`src/rtl/spell_sequencer.sv`:
```
// Control sequencer for the SPELL execute datapath: fetch/decode/commit, PC/SP/stack ownership, delay/sleep/halt.
// Optional SPELL_SINGLE_STEP_EN adds a step pulse input and step_mode output for single-instruction execution.
module spell_sequencer #(
    parameter int unsigned DELAY_CYCLES = 256
) (
    input  logic       clk,
    input  logic       rst_n,
    input  logic       run,
    input  logic       wake,
    input  logic       inj_valid,
    input  logic [7:0] inj_opcode,
    output logic       inj_ready,
    output logic [7:0] mem_addr,
    output logic       mem_rd,
    output logic       mem_wr,
    output logic [1:0] mem_space,
    output logic [7:0] mem_wdata,
    input  logic [7:0] mem_rdata,
    output logic [7:0] ex_opcode,
    output logic [7:0] ex_pc,
    output logic [7:0] ex_stack_top,
    output logic [7:0] ex_stack_belowtop,
    output logic [7:0] ex_memory_input,
    output logic [4:0] ex_sp,
    output logic       ex_out_of_order,
    input  logic [7:0] ex_next_pc,
    input  logic [4:0] ex_next_sp,
    input  logic [1:0] ex_stack_write_count,
    input  logic [7:0] ex_set_stack_top,
    input  logic [7:0] ex_set_stack_belowtop,
    input  logic [7:0] ex_mem_write_data,
    input  logic [7:0] ex_mem_write_addr,
    input  logic [1:0] ex_mem_write_type,
    input  logic [7:0] ex_delay_amount,
    input  logic       ex_sleep,
    input  logic       ex_stop,
    output logic [7:0] pc,
    output logic [4:0] sp,
    output logic       busy,
`ifdef SPELL_SINGLE_STEP_EN
    input  logic       step,
    output logic       step_mode,
`endif
    output logic       halted
);

    localparam int unsigned STACK_DEPTH = 32;
    localparam int unsigned CNT_W       = 8 + $clog2(DELAY_CYCLES) + 1;
    localparam logic [1:0]  MEM_NONE    = 2'd0;
    localparam logic [1:0]  MEM_CODE    = 2'd1;
    localparam logic [1:0]  MEM_DATA    = 2'd2;
    localparam logic [7:0]  OP_CODE_RD  = 8'h3F;  // "?"
    localparam logic [7:0]  OP_DATA_RD  = 8'h72;  // "r"

    typedef enum logic [2:0] {
        S_IDLE, S_FETCH, S_DECODE, S_MEMRD, S_EXEC, S_DELAY, S_SLEEP, S_HALT
    } state_e;

    state_e             state_q, state_d;
    logic [7:0]         pc_q, pc_d;
    logic [4:0]         sp_q, sp_d;
    logic [7:0]         opcode_q, opcode_d;
    logic [7:0]         minput_q, minput_d;
    logic               oo_q, oo_d;
    logic               step_q, step_d;
    logic [CNT_W-1:0]   cnt_q, cnt_d;
    logic [7:0]         stack_q [STACK_DEPTH];
    logic               we_top, we_below;
    logic               resume_fetch;
    state_e             resume_state;

    assign ex_stack_top      = stack_q[sp_q - 5'd1];
    assign ex_stack_belowtop = stack_q[sp_q - 5'd2];
    assign ex_opcode         = opcode_q;
    assign ex_pc             = pc_q;
    assign ex_sp             = sp_q;
    assign ex_memory_input   = minput_q;
    assign ex_out_of_order   = oo_q;
    assign pc                = pc_q;
    assign sp                = sp_q;
    assign busy              = (state_q != S_IDLE);
    assign halted            = (state_q == S_HALT);
    assign inj_ready         = (state_q == S_IDLE);
`ifdef SPELL_SINGLE_STEP_EN
    assign step_mode         = step_q;
`endif

    // Instruction boundary: injected or single-stepped work always returns to IDLE.
    assign resume_fetch = run && !oo_q && !step_q;
    assign resume_state = resume_fetch ? S_FETCH : S_IDLE;

    always_comb begin
        state_d   = state_q;
        pc_d      = pc_q;
        sp_d      = sp_q;
        opcode_d  = opcode_q;
        minput_d  = minput_q;
        oo_d      = oo_q;
        step_d    = step_q;
        cnt_d     = cnt_q;
        we_top    = 1'b0;
        we_below  = 1'b0;
        mem_rd    = 1'b0;
        mem_wr    = 1'b0;
        mem_space = MEM_NONE;
        mem_addr  = 8'd0;
        mem_wdata = 8'd0;

        unique case (state_q)
            S_IDLE: begin
                if (inj_valid) begin
                    opcode_d = inj_opcode;
                    oo_d     = 1'b1;
                    state_d  = S_EXEC;
                end else if (run) begin
                    state_d = S_FETCH;
                end
`ifdef SPELL_SINGLE_STEP_EN
                else if (step) begin
                    step_d  = 1'b1;
                    state_d = S_FETCH;
                end
`endif
            end
            S_FETCH: begin
                mem_rd    = 1'b1;
                mem_space = MEM_CODE;
                mem_addr  = pc_q;
                state_d   = S_DECODE;
            end
            S_DECODE: begin
                opcode_d = mem_rdata;
                if (mem_rdata == OP_CODE_RD || mem_rdata == OP_DATA_RD) begin
                    mem_rd    = 1'b1;
                    mem_space = (mem_rdata == OP_CODE_RD) ? MEM_CODE : MEM_DATA;
                    mem_addr  = ex_stack_top;
                    state_d   = S_MEMRD;
                end else begin
                    state_d = S_EXEC;
                end
            end
            S_MEMRD: begin
                minput_d = mem_rdata;
                state_d  = S_EXEC;
            end
            S_EXEC: begin
                pc_d     = ex_next_pc;
                sp_d     = ex_next_sp;
                we_top   = (ex_stack_write_count != 2'd0);
                we_below = (ex_stack_write_count == 2'd2);
                if (ex_mem_write_type != MEM_NONE) begin
                    mem_wr    = 1'b1;
                    mem_space = ex_mem_write_type;
                    mem_addr  = ex_mem_write_addr;
                    mem_wdata = ex_mem_write_data;
                end
                if (ex_stop) begin
                    state_d = S_HALT;
                end else if (ex_sleep) begin
                    state_d = S_SLEEP;
                end else if (ex_delay_amount != 8'd0) begin
                    cnt_d   = CNT_W'(ex_delay_amount) * CNT_W'(DELAY_CYCLES) - CNT_W'(1);
                    state_d = S_DELAY;
                end else begin
                    state_d = resume_state;
                end
            end
            S_DELAY: begin
                if (cnt_q == '0) begin
                    state_d = resume_state;
                end else begin
                    cnt_d = cnt_q - CNT_W'(1);
                end
            end
            S_SLEEP: begin
                if (wake) begin
                    state_d = resume_state;
                end
            end
            S_HALT: begin
                if (!run) begin
                    state_d = S_IDLE;
                end
            end
            default: state_d = S_IDLE;
        endcase

        if (state_d == S_IDLE) begin
            oo_d   = 1'b0;
            step_d = 1'b0;
        end
    end

    always_ff @(posedge clk or negedge rst_n) begin
        if (!rst_n) begin
            state_q  <= S_IDLE;
            pc_q     <= 8'd0;
            sp_q     <= 5'd0;
            opcode_q <= 8'd0;
            minput_q <= 8'd0;
            oo_q     <= 1'b0;
            step_q   <= 1'b0;
            cnt_q    <= '0;
        end else begin
            state_q  <= state_d;
            pc_q     <= pc_d;
            sp_q     <= sp_d;
            opcode_q <= opcode_d;
            minput_q <= minput_d;
            oo_q     <= oo_d;
            step_q   <= step_d;
            cnt_q    <= cnt_d;
        end
    end

    // Stack contents are don't-care after reset, so no reset branch.
    always_ff @(posedge clk) begin
        if (we_top) begin
            stack_q[ex_next_sp - 5'd1] <= ex_set_stack_top;
        end
        if (we_below) begin
            stack_q[ex_next_sp - 5'd2] <= ex_set_stack_belowtop;
        end
    end

endmodule

```
`config.mk`:
```
export PLATFORM = sky130hd
export DESIGN_NAME = spell_sequencer
export DESIGN_NICKNAME = d
export VERILOG_FILES = /design/src/rtl/spell_sequencer.sv
export SDC_FILE = /design/constraint.sdc
export NUM_CORES = 1
export LEC_CHECK = 0
export CAP_MARGIN = 20
export CORE_AREA = 4 4 237 239
export CTS_CLUSTER_DIAMETER = 150
export CTS_CLUSTER_SIZE = 8
export DETAILED_ROUTE_END_ITERATION = 10
export DIE_AREA = 0 0 241 243
export PLACE_DENSITY = 0.61
export RECOVER_POWER = 50
export SLEW_MARGIN = 20
export SYNTH_ARGS = -nofsm -noshare
export SYNTH_HDL_FRONTEND = slang
export SYNTH_SLANG_ARGS = --single-unit
```
`constraint.sdc`:
```
create_clock -name clk -period 4.17 [get_ports clk]
set_input_delay 0.6255 -clock clk [delete_from_list [all_inputs] [get_ports clk]]
set_output_delay 0.6255 -clock clk [all_outputs]
set_load 0.02 [all_outputs]
```
# After elaboration in Yosys (flattened, before gate mapping)
# Memories as Yosys holds them, arrays and structs flattened.
# Index checks and enable logic that the tools add are counted.
[classes]
add_sub_neg = 6
muxes = 40
n_reduce_logical = 17
n_eq_ne = 15
[ops]
columns = ["cell", "count"]
rows = [
  ["two-way mux 17 bit", 4],
  ["two-way mux 8 bit", 5],
  ["one-hot mux 17 bit (2 select lines)", 1],
  ["two-way mux 3 bit", 9],
  ["one-hot mux 3 bit (8 select lines)", 1],
  ["one-hot mux 8 bit (3 select lines)", 1],
  ["zero test 17 bit", 1],
  ["subtractor 16 x 1 -> 17 bit (second input constant)", 1],
  ["subtractor 17 x 1 -> 17 bit (second input constant)", 1],
  ["one-hot mux 8 bit (2 select lines)", 1],
  ["two-way mux 1 bit", 13],
  ["== test 3 bit (second input constant)", 4],
  ["nonzero test 2 bit", 6],
  ["!= test 2 bit (second input constant)", 5],
  ["subtractor 5 x 1 -> 5 bit (second input constant)", 2],
  ["subtractor 5 x 2 -> 5 bit (second input constant)", 2],
  ["== test 8 x 6 -> 1 bit (second input constant)", 1],
  ["== test 8 x 7 -> 1 bit (second input constant)", 1],
  ["nonzero test 8 bit", 1],
  ["== test 3 x 2 -> 1 bit (second input constant)", 2],
  ["zero test 3 bit", 2],
  ["two-way mux 2 bit", 3],
  ["one-hot mux 2 bit (3 select lines)", 1],
  ["AND reduction 5 bit", 1],
  ["8 further kinds", 9],
]
[totals]
inputBits = 80
register_bits = 50
memories = 1
word_cells = 86
ram_bits = 256
[mem_list]
columns = ["name", "depth", "word_bits", "read_ports", "rd_clocked_by_memory_dff", "wr", "line", "text"]
rows = [
  ["stack_q", 32, 8, 2, 0, 2, "67", "logic [7:0] stack_q [STACK_DEPTH];"],
]

# Longest topological paths before layout
# Gate-level depths: netlist (run 1).
[logic_depth]
depth_word = 10
depth_mapped = 12
ltp_nobuf = 8

# Worst setup path before layout (run 1)
# Ideal clock, no wire load.
[synth_path]
path_kind = "register to output"
startpoint = "reg sp_q[1] (netlist: ex_sp[1])"
endpoint = "out mem_addr[4]"
path_buffers = 4
required_ns = 3.544
arrival_time_ns = 3.362
stages_incl_launch_ff = 11
slack_ns = 0.182
cell_sequence = "dfrtp_1 > buf_1 > clkbuf_1 > inv_1 > ha_1 > clkbuf_1 > clkbuf_1 > mux4_2 > mux4_1 > nand2_1 > o211ai_1"
[synth_via]
elab_chain_len = 4
[synth_rtl]
columns = ["item", "line", "text"]
rows = [
  ["start, declared", "61", "logic [4:0] sp_q, sp_d;"],
  ["start signal, assigned", "207", "sp_q <= sp_d;"],
  ["subtractor 5 x 1 -> 5 bit", "72", "assign ex_stack_top = stack_q[sp_q - 5'd1];"],
  ["memory read (32 x 8 bit)", "--", ""],
  ["two-way mux 8 bit", "133", "if (mem_rdata == OP_CODE_RD || mem_rdata == OP_DATA_RD) begin"],
  ["one-hot mux 8 bit (3 select lines)", "109", "unique case (state_q)"],
  ["end, declared", "13", "output logic [7:0] mem_addr,"],
]
# Every way passes these cells.

# Worst setup path after layout (run 1)
[layout_path]
startpoint = "reg sp_q[0] (netlist: ex_sp[0])"
endpoint = "out ex_stack_belowtop[2]"
[layout_via]
elab_chain_len = 2
[layout_rtl]
columns = ["item", "line", "text"]
rows = [
  ["subtractor 5 x 2 -> 5 bit", "73", "assign ex_stack_belowtop = stack_q[sp_q - 5'd2];"],
  ["memory read (32 x 8 bit)", "--", ""],
  ["end, declared", "22", "output logic [7:0] ex_stack_belowtop,"],
]
# Every way passes these cells.

==> summary.md, run 1 <==
| Metric | Value |
|---|---|
| Final setup vio count | 0 |
| RSZ-0062 raised after global routing | yes |
| CP Max Fanout | 16 |
| Clock Tree Root | clkbuf_16 |
| Cell count after synthesis | 1270 |
| PwrDens | 730 nW/um2 |
| Status | complete, but fails checks |
| Die Span Y | 243 um |
| VDD IR max | 443 uV |
| Core Region | 53800 um2 |
| CTS Sinks | 306 |
| Non-Filler Instances | 2161 |
| Final Hold Vio Count | 0 |
| IO buf count | 161 |
| Initial antenna violation count | 2 |
| Hold slack | 0.495 ns |
| Worst slew pin tran | 1.99 ns |
| Die ar. | 58600 um2 |
| Cell Rows | 85 |
| Nets@finish | 1537 |
| Total GRT Usage | 20.7% |
| Fin worst setup slack | 0.0291 ns |
| Min-delay src | ex_memory_input[7] |
| Routed length per instance | 28.9 um |
| Kind of critical path | reg -> out |
| Crit share post-route | 99.3% |
| Syn_nets | 1359 |
| Initial DRC count | 1595 |
| CTS buffer count | 44 |
| Failing checks | max-capacitance violations, max-slew violations |
| Period minus WS final | 4.14 ns |
| Clk buf depth | 3 |
| Length in cells of the worst reg-to-reg path | 8 |
| Chip width | 241 um |
| Synth Area in Compound Gates | 4.21% |
| Max-slew violations | 37 |
| WHS Path Cells | 1 |
| Mux contribution to synthesized area | 37.0% |
| Max Cap Viol | 1 |
| Grt total ovfl | 0 |
| First-pass GRT wire length | 90.0 mm |
| Critical Path Start Type | register |
| Normalized max-slew margin | -32.9% |
| Dpl hpwl | 41.5 mm |
| Largest family of logic cells by synthesized area | multiplexers |
| Synth Area in XOR/XNOR | 1.16% |
| Mapped Area | 18800 um2 |
| Distinct cells, synth | 63 |
| Drt pass-1 iters | 5 |
| Synth Area in Simple Gates | 6.29% |
| H-tree lvl count | 2 |
| Worst R2R Start | state_q[2] |
| Vias in the first global route | 12.7k |
| Worst Clk Skew | 0.0159 ns |
| WP data required | 3.54 ns |
| Seq/Total Area, Yosys | 47.5% |
| Post-synth EDFFs | 256 |
| CTS tree | built |
| Io pins | 162 |
| Clk pin slew, worst setup/hold paths | 0.06 ns |
| Remaining DRCs | 0 |
| Via count | 13.0k |
| Vias/cell | 6.01 |
| Worst EP arrival | 3.52 ns |
| Top FF cell, synth | edfxtp_1 |
| Post-place setup slack | 0.151 ns |
| Placed Cells | 2085 |
| Post-synth ARST share | 16.3% |
| Layout overhead on the synthesized area | 21.3% |
| RePlAce Congestion | 0.922 |
| Static Leak | 7.60 nW |
| Fmax | 241 MHz |
| Total wire length | 62.5 mm |
| Largest net degree at the start of global routing | 68 |
| Reg2reg setup slack | 0.50 ns |
| Class of the worst hold path | reg -> reg |
| FF+latch count, synth | 306 |
| Initial Util | 34.9% |
| Crit end category | output pin |
| Mean Syn Cell Area | 14.8 um2 |
| Post-Synth Adder-Cell Area | 0.599% |
| Clock Latency Late Sink | 0.56 ns |
| Yosys warnings | 0 |
| Hold EP | ex_memory_input[7] |
| R2r endpoint | stack_q[4][0] |
| Layout cells sized above 1 | 39.1% |
| Final ANT Viol Nets | 0 |
## what timing repair did
| item | CTS | global route |
|---|---|---|
| pin swaps | 1 | 0 |
| endpoints found under the setup margin | 23 | 11 |
| hold buffers | 1 | 0 |
| buffers inserted | 3 | 4 |
| hold endpoints to repair | 14 | 0 |
| gates resized for setup | 29 | 8 |
| gates cloned | 3 | 2 |
## synthesized netlist by cell type, types with 6 or more instances
| library cell | instances | share of area [%] |
|---|---|---|
| a21oi_1 | 19 | 0.51 |
| a221oi_1 | 8 | 0.37 |
| and2_1 | 12 | 0.40 |
| buf_2 | 16 | 0.43 |
| buf_4 | 16 | 0.64 |
| clkbuf_1 | 78 | 1.6 |
| dfrtp_1 | 50 | 6.7 |
| edfxtp_1 | 256 | 41 |
| ha_1 | 9 | 0.60 |
| inv_1 | 11 | 0.22 |
| mux2_1 | 37 | 2.2 |
| mux2_2 | 253 | 15 |
| mux2i_1 | 25 | 1.3 |
| mux4_2 | 148 | 18 |
| nand2_1 | 67 | 1.3 |
| nand3_1 | 16 | 0.43 |
| nand3b_1 | 6 | 0.24 |
| nor2_1 | 35 | 0.70 |
| nor2_4 | 16 | 0.96 |
| nor3_1 | 13 | 0.35 |
| o211ai_1 | 8 | 0.32 |
| o21ai_0 | 43 | 1.1 |
| o22ai_1 | 17 | 0.57 |
| xnor2_1 | 11 | 0.51 |
| xor2_1 | 12 | 0.56 |
## placed cells by master (no fill, tap or decap), types with 14 or more instances in the layout
| cell | instances |
|---|---|
| a21oi_1 | 19 |
| buf_4 | 75 |
| clkbuf_1 | 18 |
| clkbuf_16 | 47 |
| clkdlybuf4s50_1 | 96 |
| dfrtp_1 | 48 |
| dlygate4sd3_1 | 43 |
| edfxtp_1 | 256 |
| mux2_1 | 38 |
| mux2_2 | 252 |
| mux2i_1 | 22 |
| mux4_2 | 152 |
| nand2_1 | 67 |
| nand3_1 | 18 |
| nor2_1 | 37 |
| nor2_4 | 14 |
| nor3_1 | 16 |
| o21ai_0 | 43 |
| o22ai_1 | 17 |
## where the power goes
| group | internal (mW) | switching (mW) | total [mW] | leakage [nW] |
|---|---|---|---|---|
| Combinational | 4.32 | 5.15 | 9.48 | 4.13 |
| Clock | 1.96 | 1.35 | 3.31 | 0.595 |
| Sequential | 3.59 | 0.271 | 3.86 | 2.88 |
| Total | 9.87 | 6.78 | 16.6 | 7.60 |
## through the flow
stage                     area [um2]  util [%]  total power, mW  setup TNS, ns
after floorplan                18800         -             9.32              0
after global placement         21400      39.7             12.9              0
after detailed placement       21400      39.7             13.0              0
after CTS                      22800      42.3             16.7       -0.00495
after global routing           22800      42.4             17.3       -0.00561
final                          22800      42.4             16.6              0
## logic make-up (layout without fill, tap and decap cells)
kind of cell	count (synthesis)	count (layout)
flops	306	306
xor+xnor	24	24
other cells	0	1
buf+inv	130	324
simple gates	209	209
fa+ha+maj	9	9
compound gates	125	125
mux	467	467
## worst max-delay path by stage
stage / startpoint / endpoint / slack (ns) / cells after the start
after global routing: ex_sp[0] / ex_stack_belowtop[2] / -0.006 / 5
after detailed placement: mem_rdata[0] / mem_addr[4] / 0.15 / 6
final: ex_sp[0] / ex_stack_belowtop[2] / 0.03 / 6
after CTS: ex_sp[0] / ex_stack_belowtop[4] / -0.005 / 5
after global placement: mem_rdata[0] / mem_addr[4] / 0.20 / 6
after floorplan: ex_sp[1] / mem_addr[4] / 0.18 / 10
## worst max-delay path, cell delays in order, from the launching register on
cell and delay (ns):
dfrtp_4 0.53, buf_4 0.17, buf_16 0.18, mux4_2 0.61, mux4_2 0.53, mux2_2 0.33, clkdlybuf4s50_1 0.55
## cell type report
| cell class | instances | area, um2 |
|---|---|---|
| Clock inverter | 3 | 48.8 |
| Antenna cell | 1 | 2.50 |
| Multi-Input combinational cell | 834 | 9250 |
| Clock buffer | 59 | 1180 |
| Inverter | 11 | 41.3 |
| Sequential cell | 306 | 8940 |
| Timing Repair Buffer | 251 | 2460 |
| Fill cell | 4830 | 31000 |
| Tap cell | 696 | 871 |
## per-layer routing
metal / GRT usage [%] / share of wire (%)
met1: 30.0 / 42
met2: 31.8 / 46
met3: 5.01 / 9.9
met4: 4.86 / 2.0
met5: 0 / 0
## flip-flops by register name (all words and copies together) (netlist names)
register	count
ex_sp	5
cnt_q	17
ex_opcode	8
ex_out_of_order	1
stack_q	256
ex_memory_input	8
ex_pc	8
state_q	3
Power figures use the tool's default switching activity.
==> inputs of run 2 (changes only) <==
--- a/config.mk
+++ b/config.mk
@@ -7,7 +7,7 @@
 export LEC_CHECK = 0
 export CAP_MARGIN = 20
 export CORE_AREA = 4 4 237 239
-export CTS_CLUSTER_DIAMETER = 150
+export CTS_CLUSTER_DIAMETER = 100
 export CTS_CLUSTER_SIZE = 8
 export DETAILED_ROUTE_END_ITERATION = 10
 export DIE_AREA = 0 0 241 243
==> results of run 2 <==
No change in the layout: final DEF, timing and power equal those of run 1.
==> inputs of run 3 (changes only) <==
--- a/config.mk
+++ b/config.mk
@@ -11,6 +11,7 @@
 export CTS_CLUSTER_SIZE = 8
 export DETAILED_ROUTE_END_ITERATION = 10
 export DIE_AREA = 0 0 241 243
+export HOLD_SLACK_MARGIN = 0.06
 export PLACE_DENSITY = 0.61
 export RECOVER_POWER = 50
 export SLEW_MARGIN = 20
==> results of run 3 <==
No change in the layout: final DEF, timing and power equal those of run 1.
